===== config.mk =====
export PLATFORM = sky130hd
export DESIGN_NAME = imem_arbiter
export DESIGN_NICKNAME = d
export VERILOG_FILES = /design/src/rtl/imem_arbiter.sv
export SDC_FILE = /design/constraint.sdc
export NUM_CORES = 1
export LEC_CHECK = 0
export BUFFER_PORTS_ARGS = -buffer_cell sky130_fd_sc_hd__buf_4
export CAP_MARGIN = 0
export CORE_AREA = 4 4 103 105
export DETAILED_ROUTE_END_ITERATION = 8
export DIE_AREA = 0 0 107 109
export PLACE_DENSITY = 0.64
export SETUP_SLACK_MARGIN = 0.3
export SLEW_MARGIN = 20
export SYNTH_ARGS = -nofsm -noshare
export SYNTH_HDL_FRONTEND = slang
export SYNTH_SLANG_ARGS = --single-unit

===== constraint.sdc =====
create_clock -name clk -period 2.5 [get_ports clk]
set_input_delay 0.5 -clock clk [delete_from_list [all_inputs] [get_ports clk]]
set_output_delay 0.5 -clock clk [all_outputs]
set_load 0.02 [all_outputs]

===== src/rtl/imem_arbiter.sv =====
// imem_arbiter: shares one synchronous-read instruction memory between the
// fetch unit and a loader port. Grants are combinational and responses
// return exactly one cycle after the grant. A loader lock keeps fetch off the
// memory while the loader needs exclusive access.
//
// state    | meaning
// ---------+---------------------------------------------------------------
// UNLOCKED | normal round-robin arbitration between fetch and loader
// LOCKED   | loader holds the bus; fetch is refused while l_lock stays high
module imem_arbiter #(
    parameter int AW = 16
) (
    input  logic          clk,
    input  logic          rst,
    input  logic          f_req,
    input  logic [31:0]   f_addr,
    output logic          f_gnt,
    output logic          f_rvalid,
    output logic [31:0]   f_rdata,
    output logic          f_err,
    input  logic          l_req,
    input  logic          l_we,
    input  logic          l_lock,
    input  logic [31:0]   l_addr,
    input  logic [31:0]   l_wdata,
    output logic          l_gnt,
    output logic          l_rvalid,
    output logic [31:0]   l_rdata,
    output logic          l_err,
    output logic          mem_en,
    output logic          mem_we,
    output logic [AW-1:0] mem_addr,
    output logic [31:0]   mem_wdata,
    input  logic [31:0]   mem_rdata,
    output logic [15:0]   stall_cnt
);

    typedef enum logic {
        UNLOCKED = 1'b0,
        LOCKED   = 1'b1
    } lock_state_t;

    lock_state_t state_q, state_d;

    // 1 = loader wins the next contested cycle (fetch was granted last)
    logic        pri_l_q, pri_l_d;

    // one-deep response pipeline
    logic        rv_q, rv_d;
    logic        own_l_q, own_l_d;
    logic        rd_q, rd_d;
    logic        err_q, err_d;

    logic [15:0] stall_q, stall_d;

    logic        f_gnt_c, l_gnt_c, any_gnt, hold_lock, legal;
    logic [31:0] sel_addr;

    // word aligned and inside the 2**AW word window
    function automatic logic addr_ok(input logic [31:0] a);
        return (a[1:0] == 2'b00) && ((a >> (AW + 2)) == 32'd0);
    endfunction

    // Lock FSM next state and grant decision; a lock only holds while l_lock
    // stays high, so the release cycle is already arbitrated normally.
    always_comb begin
        f_gnt_c   = 1'b0;
        l_gnt_c   = 1'b0;
        hold_lock = (state_q == LOCKED) && l_lock;
        if (!rst) begin
            if (hold_lock) begin
                l_gnt_c = l_req;
            end else if (f_req && l_req) begin
                if (pri_l_q) l_gnt_c = 1'b1;
                else         f_gnt_c = 1'b1;
            end else begin
                f_gnt_c = f_req;
                l_gnt_c = l_req;
            end
        end
        state_d = (hold_lock || (l_gnt_c && l_lock)) ? LOCKED : UNLOCKED;
    end

    // Memory access strobes, response bookkeeping and stall accounting
    always_comb begin
        any_gnt  = f_gnt_c | l_gnt_c;
        sel_addr = l_gnt_c ? l_addr : f_addr;
        legal    = addr_ok(sel_addr);

        mem_en    = any_gnt & legal;
        mem_we    = l_gnt_c & l_we & legal;
        mem_addr  = mem_en ? sel_addr[AW+1:2] : '0;
        mem_wdata = mem_en ? l_wdata : 32'd0;

        pri_l_d = f_gnt_c ? 1'b1 : (l_gnt_c ? 1'b0 : pri_l_q);

        rv_d    = any_gnt;
        own_l_d = l_gnt_c;
        rd_d    = any_gnt & legal & ~(l_gnt_c & l_we);
        err_d   = any_gnt & ~legal;

        stall_d = stall_q;
        if (f_req && !f_gnt_c && (stall_q != 16'hFFFF)) begin
            stall_d = stall_q + 16'd1;
        end
    end

    // State registers; reset drops any pending response
    always_ff @(posedge clk or posedge rst) begin
        if (rst) begin
            state_q <= UNLOCKED;
            pri_l_q <= 1'b0;
            rv_q    <= 1'b0;
            own_l_q <= 1'b0;
            rd_q    <= 1'b0;
            err_q   <= 1'b0;
            stall_q <= 16'd0;
        end else begin
            state_q <= state_d;
            pri_l_q <= pri_l_d;
            rv_q    <= rv_d;
            own_l_q <= own_l_d;
            rd_q    <= rd_d;
            err_q   <= err_d;
            stall_q <= stall_d;
        end
    end

    // Response routing; read data is passed straight from the memory port
    always_comb begin
        f_gnt     = f_gnt_c;
        l_gnt     = l_gnt_c;
        f_rvalid  = rv_q & ~own_l_q & ~rst;
        l_rvalid  = rv_q &  own_l_q & ~rst;
        f_err     = f_rvalid & err_q;
        l_err     = l_rvalid & err_q;
        f_rdata   = (f_rvalid && rd_q) ? mem_rdata : 32'd0;
        l_rdata   = (l_rvalid && rd_q) ? mem_rdata : 32'd0;
        stall_cnt = stall_q;
    end

endmodule


==> Word-level counts from Yosys, hierarchy flattened <==
Cells that the tools add are included.
{ "op_classes": {"add_sub_neg": 1, "n_reduce_logical": 13, "eq_ne": 1, "mux": 16, "bitwise": 16} }
{ "op_table": {"columns": ["operator", "n"], "rows": [
  ["two-way mux 32 bit", 4],
  ["zero test 32 bit", 1],
  ["adder 16 x 1 -> 16 bit, second input constant", 1],
  ["two-way mux 16 bit", 1],
  ["inequality test 16 bit, second input constant", 1],
  ["bitwise AND 1 bit", 11],
  ["two-way mux 1 bit", 11],
  ["logical AND 1 bit", 8],
  ["inverter 1 bit", 4],
  ["zero test 2 bit", 1],
  ["nonzero test 2 bit", 1],
  ["zero test 1 bit", 1],
  ["logical OR 1 bit", 1],
  ["bitwise OR 1 bit", 1]
]} }
{ "totals": {"regBits": 22, "out_inout_bits": 136, "input_bits": 134} }

==> Logic depth before layout (Yosys ltp) <==
Gate-level depths: netlist (run 1).
{ "depth": {"ltp_word": 9, "ltp_mapped": 7, "ltp_nobuf": 5} }

==> Worst setup path before layout (run 1) <==
OpenSTA, ideal clock, no wires.
{ "synth_timing": {"path_type": "in2out", "startpoint": "input port l_req", "endpoint": "output port mem_addr[10]", "t_arrival_ns": 2.113, "path_slack_ns": -0.113, "path_stages": 7, "cell_sequence": "a221oi_1 -> nand2_1 -> inv_1 -> a22oi_1 -> buf_2 -> buf_6 -> nor3_1"} }
{ "synth_between": {"word_cells_on_any_way": 14, "cone_classes": "mux (8); bitwise (2); reduce/logical (4)"} }
{ "synth_rtl": {"columns": ["element", "line_no", "source"], "rows": [
  ["from (decl)", "21", "input logic l_req,"],
  ["logical AND 1 bit", "73", "end else if (f_req && l_req) begin"],
  ["two-way mux 1 bit", "73", null],
  ["two-way mux 1 bit", "71", "if (hold_lock) begin"],
  ["two-way mux 1 bit", "70", "if (!rst) begin"],
  ["via f_gnt", "17", "output logic f_gnt,"],
  ["bitwise OR 1 bit", "86", "any_gnt = f_gnt_c | l_gnt_c;"],
  ["bitwise AND 1 bit", "90", "mem_en = any_gnt & legal;"],
  ["two-way mux 16 bit", "92", "mem_addr = mem_en ? sel_addr[AW+1:2] : '0;"],
  ["to (decl)", "32", "output logic [AW-1:0] mem_addr,"]
]} }
The timed path passes the listed nets, and every way through them passes these cells.

==> Final worst setup path (run 1) <==
{ "layout_timing": {"startpoint": "register pri_l_q", "endpoint": "output port mem_wdata[20]"} }
{ "layout_between": {"elab_chain_len": 9, "word_cells_on_any_way": 15, "cone_classes": "mux (10); bitwise (2); reduce/logical (3)"} }
{ "layout_rtl": {"columns": ["element", "line_no", "source"], "rows": [
  ["from (decl)", "46", "logic pri_l_q, pri_l_d;"],
  ["from (signal assigned)", "120", "pri_l_q <= pri_l_d;"],
  ["two-way mux 1 bit", "74", "if (pri_l_q) l_gnt_c = 1'b1;"],
  ["two-way mux 1 bit", "73", null],
  ["two-way mux 1 bit", "71", null],
  ["two-way mux 1 bit", "70", null],
  ["two-way mux 32 bit", "87", "sel_addr = l_gnt_c ? l_addr : f_addr;"],
  ["zero test 32 bit / zero test 2 bit (equally long branches)", "61", "return (a[1:0] == 2'b00) && ((a >> (AW + 2)) == 32'd0);"],
  ["logical AND 1 bit", "61", null],
  ["bitwise AND 1 bit *", "90", null],
  ["two-way mux 32 bit *", "93", "mem_wdata = mem_en ? l_wdata : 32'd0;"],
  ["to (decl)", "33", "output logic [31:0] mem_wdata,"]
]} }
Every way passes the cells marked *; elsewhere a longest branch is shown, timed or not.

==> results.cfg, run 1 <==
[placement]
routabilityCongestion = 0.820
placed_cell_area_um2 = 5000
pre_cts_slack_ns = -0.0198
io_buffers = 269
place_hpwl_um = 9670

[cts]
clock_sinks = 22
cts_tree = built
cts-root-buf = clkbuf_8
htree_levels = 1
cts_hold_buf = 0
clk_latency_ns = 0.26
numCtsBuffers = 3
cts.clk_slew.worst_paths_ns = 0.08
cts_buffer_depth = 2

[layout]
final_layout_size_suffix_gt1_share_pct = 68.1
fin_util_pct = 59.4
syn_to_final_growth_pct = 160
nets = 697
layout_commonest_cell = buf_4
finalInstanceArea_um2 = 5720
insertedDiodeCount = 0
final_cell_mix = buf_4, and3_1, buf_6

[grt]
grt_pass1_vias = 3274
top_usage_layer = met2
met2_usage_pct = 36.2
grt_use_total_pct = 18.2
grt_use_met1_pct = 19.1
grt_remaining_overflow = 0
grt_max_degree = 65
grt_pass1_wl_um = 16900
antenna_found_initial = 0
use_met3_pct = 4.68

[setup_path]
crit_path_max_incr_delay_ns = 0.42
start_kind = flip-flop
critical_path_class = reg2out
cpMaxStageDelayCell = a311o_2
crit_path_max_fanout = 8
cp.required_ns = 2.00
end_kind = primary output
cp_cell_sequence = inv_1, a311o_2, inv_2, a22oi_2, buf_6, buf_12, buf_12, nor3b_4, buf_6
arrival_ns = 2.05

[floorplanning]
io_pins = 270
core_area_um2 = 9640
fp.dieH_um = 109
initial_core_util_pct = 22.9
die_area_um2 = 11700
num_rows = 36
die_x_um = 107

[sta]
tightest_slew_ns = 0.492
finClkSkew_ns = 0.00289
fin_ws_ns = -0.0543
max_clock_freq_ghz = 0.392
fin_crit_ns = 2.55
rsz0062_at_grt = yes
slew_headroom_pct = 67.0
finalSetupViolCount = 43
slew_violations = 0
finalHoldViolCount = 0
post-route-period-util_pct = 102

[logic_synthesis]
synth_area_leaders = dfrtp_1, and3_1, nor3b_1
syn_inst = 276
synth_top_cell_by_area = dfrtp_1
yosysTopAreaCellShare_pct = 25.0
syn_area_per_cell_um2 = 7.99
synth-seq-area-share_pct = 25.0
netlist_area_um2 = 2200
yosysUniqueCellTypes = 35
ys_async_sr_fraction_pct = 100
ys.flop_type = dfrtp_1
synth_warnings = 0
synth_fp_nets = 411
ys_ff_latch = 22
synth_edf_count = 0

[run]
cap_violations = 0

[power]
vdd_drop_max_uv = 245
p_total_mw = 1.52
pwr_density_cell_nw_per_um2 = 265
leakage_nw = 3.25

[min_path]
hp-class = in2async

[drt]
viasPerCell = 4.80
drcViolationCount = 0
wl_per_cell_um = 17.7
drtAntennaViolNets = 0
num_vias = 3330
first_pass_iters = 5
drtIter0Drc = 208
routed_wl_um = 12300

[run_status]
violations = setup timing
status = finished with violations
==> cell type report <==
type / count / area, µm²
fillers: 849 / 3920
flip-flops and latches: 22 / 551
well taps: 133 / 166
clock buffers: 4 / 55.1
inverters: 6 / 26.3
repair buffers: 309 / 2820
multi-input cells: 220 / 2110
==> state kept, by name, indices dropped and copies added (netlist names) <==
name / count
err_q: 1
own_l_q: 1
pri_l_q: 1
rd_q: 1
rv_q: 1
stall_cnt: 16
state_q: 1
==> cell families (layout without fill, tap and decap cells) <==
kind of cell / after synthesis / count (layout) / share of synthesized area [%]
and+or+nand+nor: 178 / 178 / 50.3
buffers and inverters: 34 / 319 / 6.75
DFF: 22 / 22 / 25.0
muxes: 21 / 21 / 9.93
xor gates and xnor gates: 12 / 12 / 4.77
AOI/OAI and AO/OA: 8 / 8 / 2.72
adders and majority gates: 1 / 1 / 0.567
==> worst paths after layout <==
check,depth (start not counted),startpoint,slack (ns),end
max in group asynchronous,3,rst,1.96,state_q
setup / recovery,9,pri_l_q,-0.05,mem_wdata[20]
setup reg to reg,5,stall_cnt[0],0.52,stall_cnt[1]
hold / removal,3,rst,0.32,stall_cnt[12]
min in group clk,2,l_lock,0.50,state_q
hold reg to reg,1,stall_cnt[0],0.53,stall_cnt[0]
==> Yosys cell counts (2+ instances only) <==
cell type	number
nor3b_1	35
nand4_1	3
and2_1	2
mux2i_1	16
dfrtp_1	22
and4_1	3
nor4b_1	2
nand2_1	9
nor2_1	8
o21ai_0	2
nor3_1	23
nand2b_1	3
inv_1	5
nor4_1	10
mux2_2	4
buf_2	8
clkbuf_1	18
xor2_1	12
nand3_1	9
and3_1	67
==> metal layers <==
layer	part of all wire, %	up-vias
li1	-	1592
met5	0	-
met1	33	1539
met2	56	185
met3	9.7	14
met4	1.5	0
==> critical path, delay by kind of cell, from the launching register on <==
kind                   cells  cell delay, ns
buffers and inverters      6            0.72
AOI/OAI and AO/OA          2            0.49
DFF                        1            0.37
and+or+nand+nor            1            0.22
==> metrics by stage <==
stage	hold WS [ns]	cells	TNS, ns
floorplan	0.368	276	0
global placement	0.509	668	-0.0163
detailed placement	0.516	668	-0.237
CTS	0.331	681	-0.933
global route	0.349	694	-5.72
finish	0.323	694	-1.18
==> power breakdown <==
group / internal, mW / switching [mW] / leakage (nW)
logic: 0.400 / 0.340 / 2.94
registers: 0.426 / 0.0943 / 0.282
clock network: 0.140 / 0.116 / 0.0288
==> timing repair <==
item / in CTS / in global routing
pin swaps: 12 / 17
setup endpoints to repair: 50 / 51
resized for setup: 66 / 14
cloned: 3 / 7
buffers inserted: 6 / 6
Power figures use the tool's default switching activity.
==> inputs of run 2 (changes only) <==
--- a/config.mk
+++ b/config.mk
@@ -7,10 +7,11 @@
 export LEC_CHECK = 0
 export BUFFER_PORTS_ARGS = -buffer_cell sky130_fd_sc_hd__buf_4
 export CAP_MARGIN = 0
-export CORE_AREA = 4 4 103 105
+export CORE_AREA = 5 5 103 105
+export CTS_BUF_LIST = sky130_fd_sc_hd__clkbuf_8
 export DETAILED_ROUTE_END_ITERATION = 8
-export DIE_AREA = 0 0 107 109
-export PLACE_DENSITY = 0.64
+export DIE_AREA = 0 0 108 110
+export PLACE_DENSITY = 0.65
 export SETUP_SLACK_MARGIN = 0.3
 export SLEW_MARGIN = 20
 export SYNTH_ARGS = -nofsm -noshare
==> results.cfg, run 2 (synthesis results as in run 1) <==
[grt]
grt_pass1_vias = 3527
grt_pass1_wl_um = 18600
antenna_found_initial = 0
grt_max_degree = 65
grt_remaining_overflow = 0
grt_use_total_pct = 19.8

[floorplanning]
die_area_um2 = 11900
die_x_um = 108
core_area_um2 = 9550
num_rows = 36
fp.dieH_um = 110
initial_core_util_pct = 23.1
io_pins = 270

[placement]
routabilityCongestion = 0.884
place_inst = 672
pre_cts_slack_ns = -0.148
place_hpwl_um = 9750
io_buffers = 269

[drt]
routed_wl_um = 12800
num_vias = 3401
drcViolationCount = 0
first_pass_iters = 4
drtIter0Drc = 161
viasPerCell = 4.87
drtAntennaViolNets = 0
wl_per_cell_um = 18.4

[layout]
largest_reg_flops = 16
final_layout_size_suffix_gt1_share_pct = 68.4
nets = 702
stdcell_count = 699
insertedDiodeCount = 0
fin_util_pct = 60.4
syn_to_final_growth_pct = 162
final_cell_mix = buf_4, and3_1, buf_6
layout_commonest_cell = buf_4

[setup_path]
crit_path_max_fanout = 4
start_kind = flip-flop
end_kind = primary output
cp.required_ns = 2.00
critical_path_class = reg2out
arrival_ns = 2.08

[sta]
finalSetupViolCount = 48
holdWs_ns = 0.452
max_clock_freq_ghz = 0.387
slew_headroom_pct = 68.2
tightest_slew_ns = 0.474
rsz0062_at_grt = yes
slew_violations = 0
fin_ws_ns = -0.0829
post-route-period-util_pct = 103
finClkSkew_ns = 0.00720
fin_crit_ns = 2.58
finalHoldViolCount = 0

[power]
pwr_density_cell_nw_per_um2 = 266
leakage_nw = 3.27
p_total_mw = 1.53
vdd_drop_max_uv = 246

[run]
cap_violations = 0

[run_status]
violations = setup timing
status = finished with violations

[cts]
cts_buffer_depth = 2
cts-root-buf = clkbuf_8
cts_tree = built
htree_levels = 1
clock_sinks = 22
numCtsBuffers = 3
clk_latency_ns = 0.27
cts.clk_slew.worst_paths_ns = 0.08

[min_path]
hp-class = in2async
==> run 2: cell types whose count changed in the layout (fill, tap and decap cells not counted), moves of 3 or more <==
| cell | before | now |
|---|---|---|
| buf_4 | 236 | 247 |
| buf_6 | 54 | 49 |
| buf_16 | 5 | 9 |
| clkbuf_16 | 5 | 2 |
==> run 2: layout make-up <==
type,count,area [µm²]
Sequential cell,22,551
Fill cell,798,3780
Multi-Input combinational cell,220,2120
Timing Repair Buffer,314,2840
Tap cell,133,166
Clock buffer,4,55.1
Inverter,6,28.8
==> run 2: worst max-delay path: stages, from the launching register on <==
cell and delay (ns):
dfrtp_1 0.43, nand2_2 0.06, a311o_1 0.29, buf_6 0.14, mux2i_4 0.22, buf_6 0.18, clkbuf_16 0.16, nor3b_4 0.18
buf_6 0.15
==> run 2: per-stage QoR <==
step / TNS, ns / cell area [µm²]
finish: -2.60 / 5770
global route: -7.40 / 5770
CTS: -2.84 / 5700
detailed placement: -4.07 / 5080
global placement: -3.42 / 5080
floorplan: 0 / 2860
==> run 2: layer usage <==
layer  wire length, µm  GRT usage, %
met3              1390          5.13
met2              7030          38.1
met5                 0             0
met1              4250          21.7
met4               167          4.42
==> run 2: power breakdown <==
group          internal [mW]  switching, mW  leakage (nW)
sequential             0.426          0.102         0.282
clock                  0.140          0.116        0.0288
combinational          0.399          0.348          2.96
==> run 2: repair_timing <==
item                                    CTS  global route
gates resized for setup                  64             5
pin swaps                                17            16
endpoints found under the setup margin   50            51
gates cloned                              8             2
hold buffers                              0             0
buffers inserted                         12             1
==> run 2: worst paths after layout <==
kind,to,depth (start not counted),start,slack [ns]
worst min register to register,stall_cnt[12],1,stall_cnt[12],0.52
max in group asynchronous,stall_cnt[10],4,rst,1.82
worst min-delay path,state_q,4,rst,0.45
worst max register to register,stall_cnt[1],5,stall_cnt[0],0.51
min in group clk,stall_cnt[12],1,stall_cnt[12],0.52
worst max-delay path,mem_wdata[29],8,state_q,-0.08
==> inputs of run 3 (changes only) <==
--- a/config.mk
+++ b/config.mk
@@ -12,6 +12,7 @@
 export DETAILED_ROUTE_END_ITERATION = 8
 export DIE_AREA = 0 0 108 110
 export PLACE_DENSITY = 0.65
+export REMOVE_ABC_BUFFERS = 1
 export SETUP_SLACK_MARGIN = 0.3
 export SLEW_MARGIN = 20
 export SYNTH_ARGS = -nofsm -noshare
==> results.cfg, run 3 (synthesis results as in run 1) <==
[floorplanning]
fp.dieH_um = 110
die_area_um2 = 11900
num_rows = 36
die_x_um = 108
initial_core_util_pct = 23.1
io_pins = 270
core_area_um2 = 9550

[run_status]
status = finished with violations
violations = setup timing

[sta]
fin_tns_setup_ns = -0.00651
finalSetupViolCount = 2
tightest_slew_ns = 0.470
post-route-period-util_pct = 100
fin_ws_ns = -0.00422
finClkSkew_ns = 0.00779
holdWs_ns = 0.318
slew_headroom_pct = 68.4
max_clock_freq_ghz = 0.399
rsz0062_at_grt = yes
fin_crit_ns = 2.50
slew_violations = 0
finalHoldViolCount = 0

[grt]
grt_use_total_pct = 16.3
grt_remaining_overflow = 0
antenna_found_initial = 0
grt_pass1_wl_um = 15700
grt_pass1_vias = 3086
grt_max_degree = 65

[drt]
drcViolationCount = 0
num_vias = 3157
wl_per_cell_um = 17.0
routed_wl_um = 11500
drtAntennaViolNets = 0
first_pass_iters = 4
viasPerCell = 4.68
drtIter0Drc = 140

[placement]
io_buffers = 269
placed_cell_area_um2 = 4410
routabilityCongestion = 0.809
place_hpwl_um = 9280
place_inst = 663
pre_cts_slack_ns = -0.0993

[cts]
cts_hold_buf = 0
numCtsBuffers = 3
cts.clk_slew.worst_paths_ns = 0.09
htree_levels = 1
cts_tree = built
cts-root-buf = clkbuf_8
clk_latency_ns = 0.26
clock_sinks = 22
cts_buffer_depth = 2

[layout]
nets = 677
layout_commonest_cell = buf_4
stdcell_count = 674
largest_reg_flops = 16
final_cell_mix = buf_4, and3_1, nor3b_2
fin_util_pct = 50.1
finalInstanceArea_um2 = 4780
final_layout_size_suffix_gt1_share_pct = 63.8
insertedDiodeCount = 0
syn_to_final_growth_pct = 117

[setup_path]
critical_path_class = reg2out
cp.required_ns = 2.00
crit_path_max_fanout = 24
start_kind = flip-flop
arrival_ns = 2.00
end_kind = primary output

[power]
leakage_nw = 2.67
vdd_drop_max_uv = 220
pwr_density_cell_nw_per_um2 = 309
p_total_mw = 1.48

[min_path]
hp-class = in2async

[run]
cap_violations = 0
==> run 3: where the power goes <==
group | total [mW] | switching [mW] | internal, mW | leakage (nW)
Sequential | 0.521 | 0.0942 | 0.426 | 0.282
Combinational | 0.624 | 0.287 | 0.337 | 2.36
Clock | 0.335 | 0.122 | 0.214 | 0.0357
Total | 1.48 | 0.503 | 0.977 | 2.67
==> run 3: path summary, 6_finish.rpt <==
| path | startpoint | to | slack [ns] | cells past startpoint |
|---|---|---|---|---|
| min | rst | stall_cnt[4] | 0.32 | 3 |
| max in group asynchronous | rst | stall_cnt[13] | 1.96 | 3 |
| min in group clk | l_lock | state_q | 0.49 | 2 |
| min reg2reg | stall_cnt[0] | stall_cnt[0] | 0.53 | 1 |
| max reg2reg | stall_cnt[0] | stall_cnt[1] | 0.52 | 5 |
| max | pri_l_q | mem_wdata[22] | -0.004 | 7 |
==> run 3: area by class of cell <==
type                            count  area, µm²
Fill cell                         902       4760
Clock buffer                        3       41.3
Sequential cell                    22        551
Timing Repair Buffer              289       2240
Tap cell                          133        166
Multi-Input combinational cell    220       1730
Inverter                            6       22.5
Clock inverter                      1       30.0
==> run 3: worst max-delay path, stage by stage (launching register included) <==
cell and delay [ns]:
dfrtp_1 0.38, inv_1 0.06, a311o_2 0.44, inv_2 0.09, a22oi_2 0.11, clkbuf_16 0.23, nor3b_1 0.23, buf_4 0.18
==> run 3: per-layer routing <==
metal  vias up  global-route usage, %  wire (µm)
li1       1543                      -          -
met1      1432                   16.4       3660
met3        10                   5.07       1250
met2       172                   33.1       6420
met5         -                      0          0
met4         0                   2.71        148
==> run 3: what timing repair did <==
item                       in CTS  in global routing
pin swaps                       2                  2
gates cloned                    1                  2
setup endpoints to repair      50                 50
setup buffers                   2                  2
gates resized for setup        15                 36
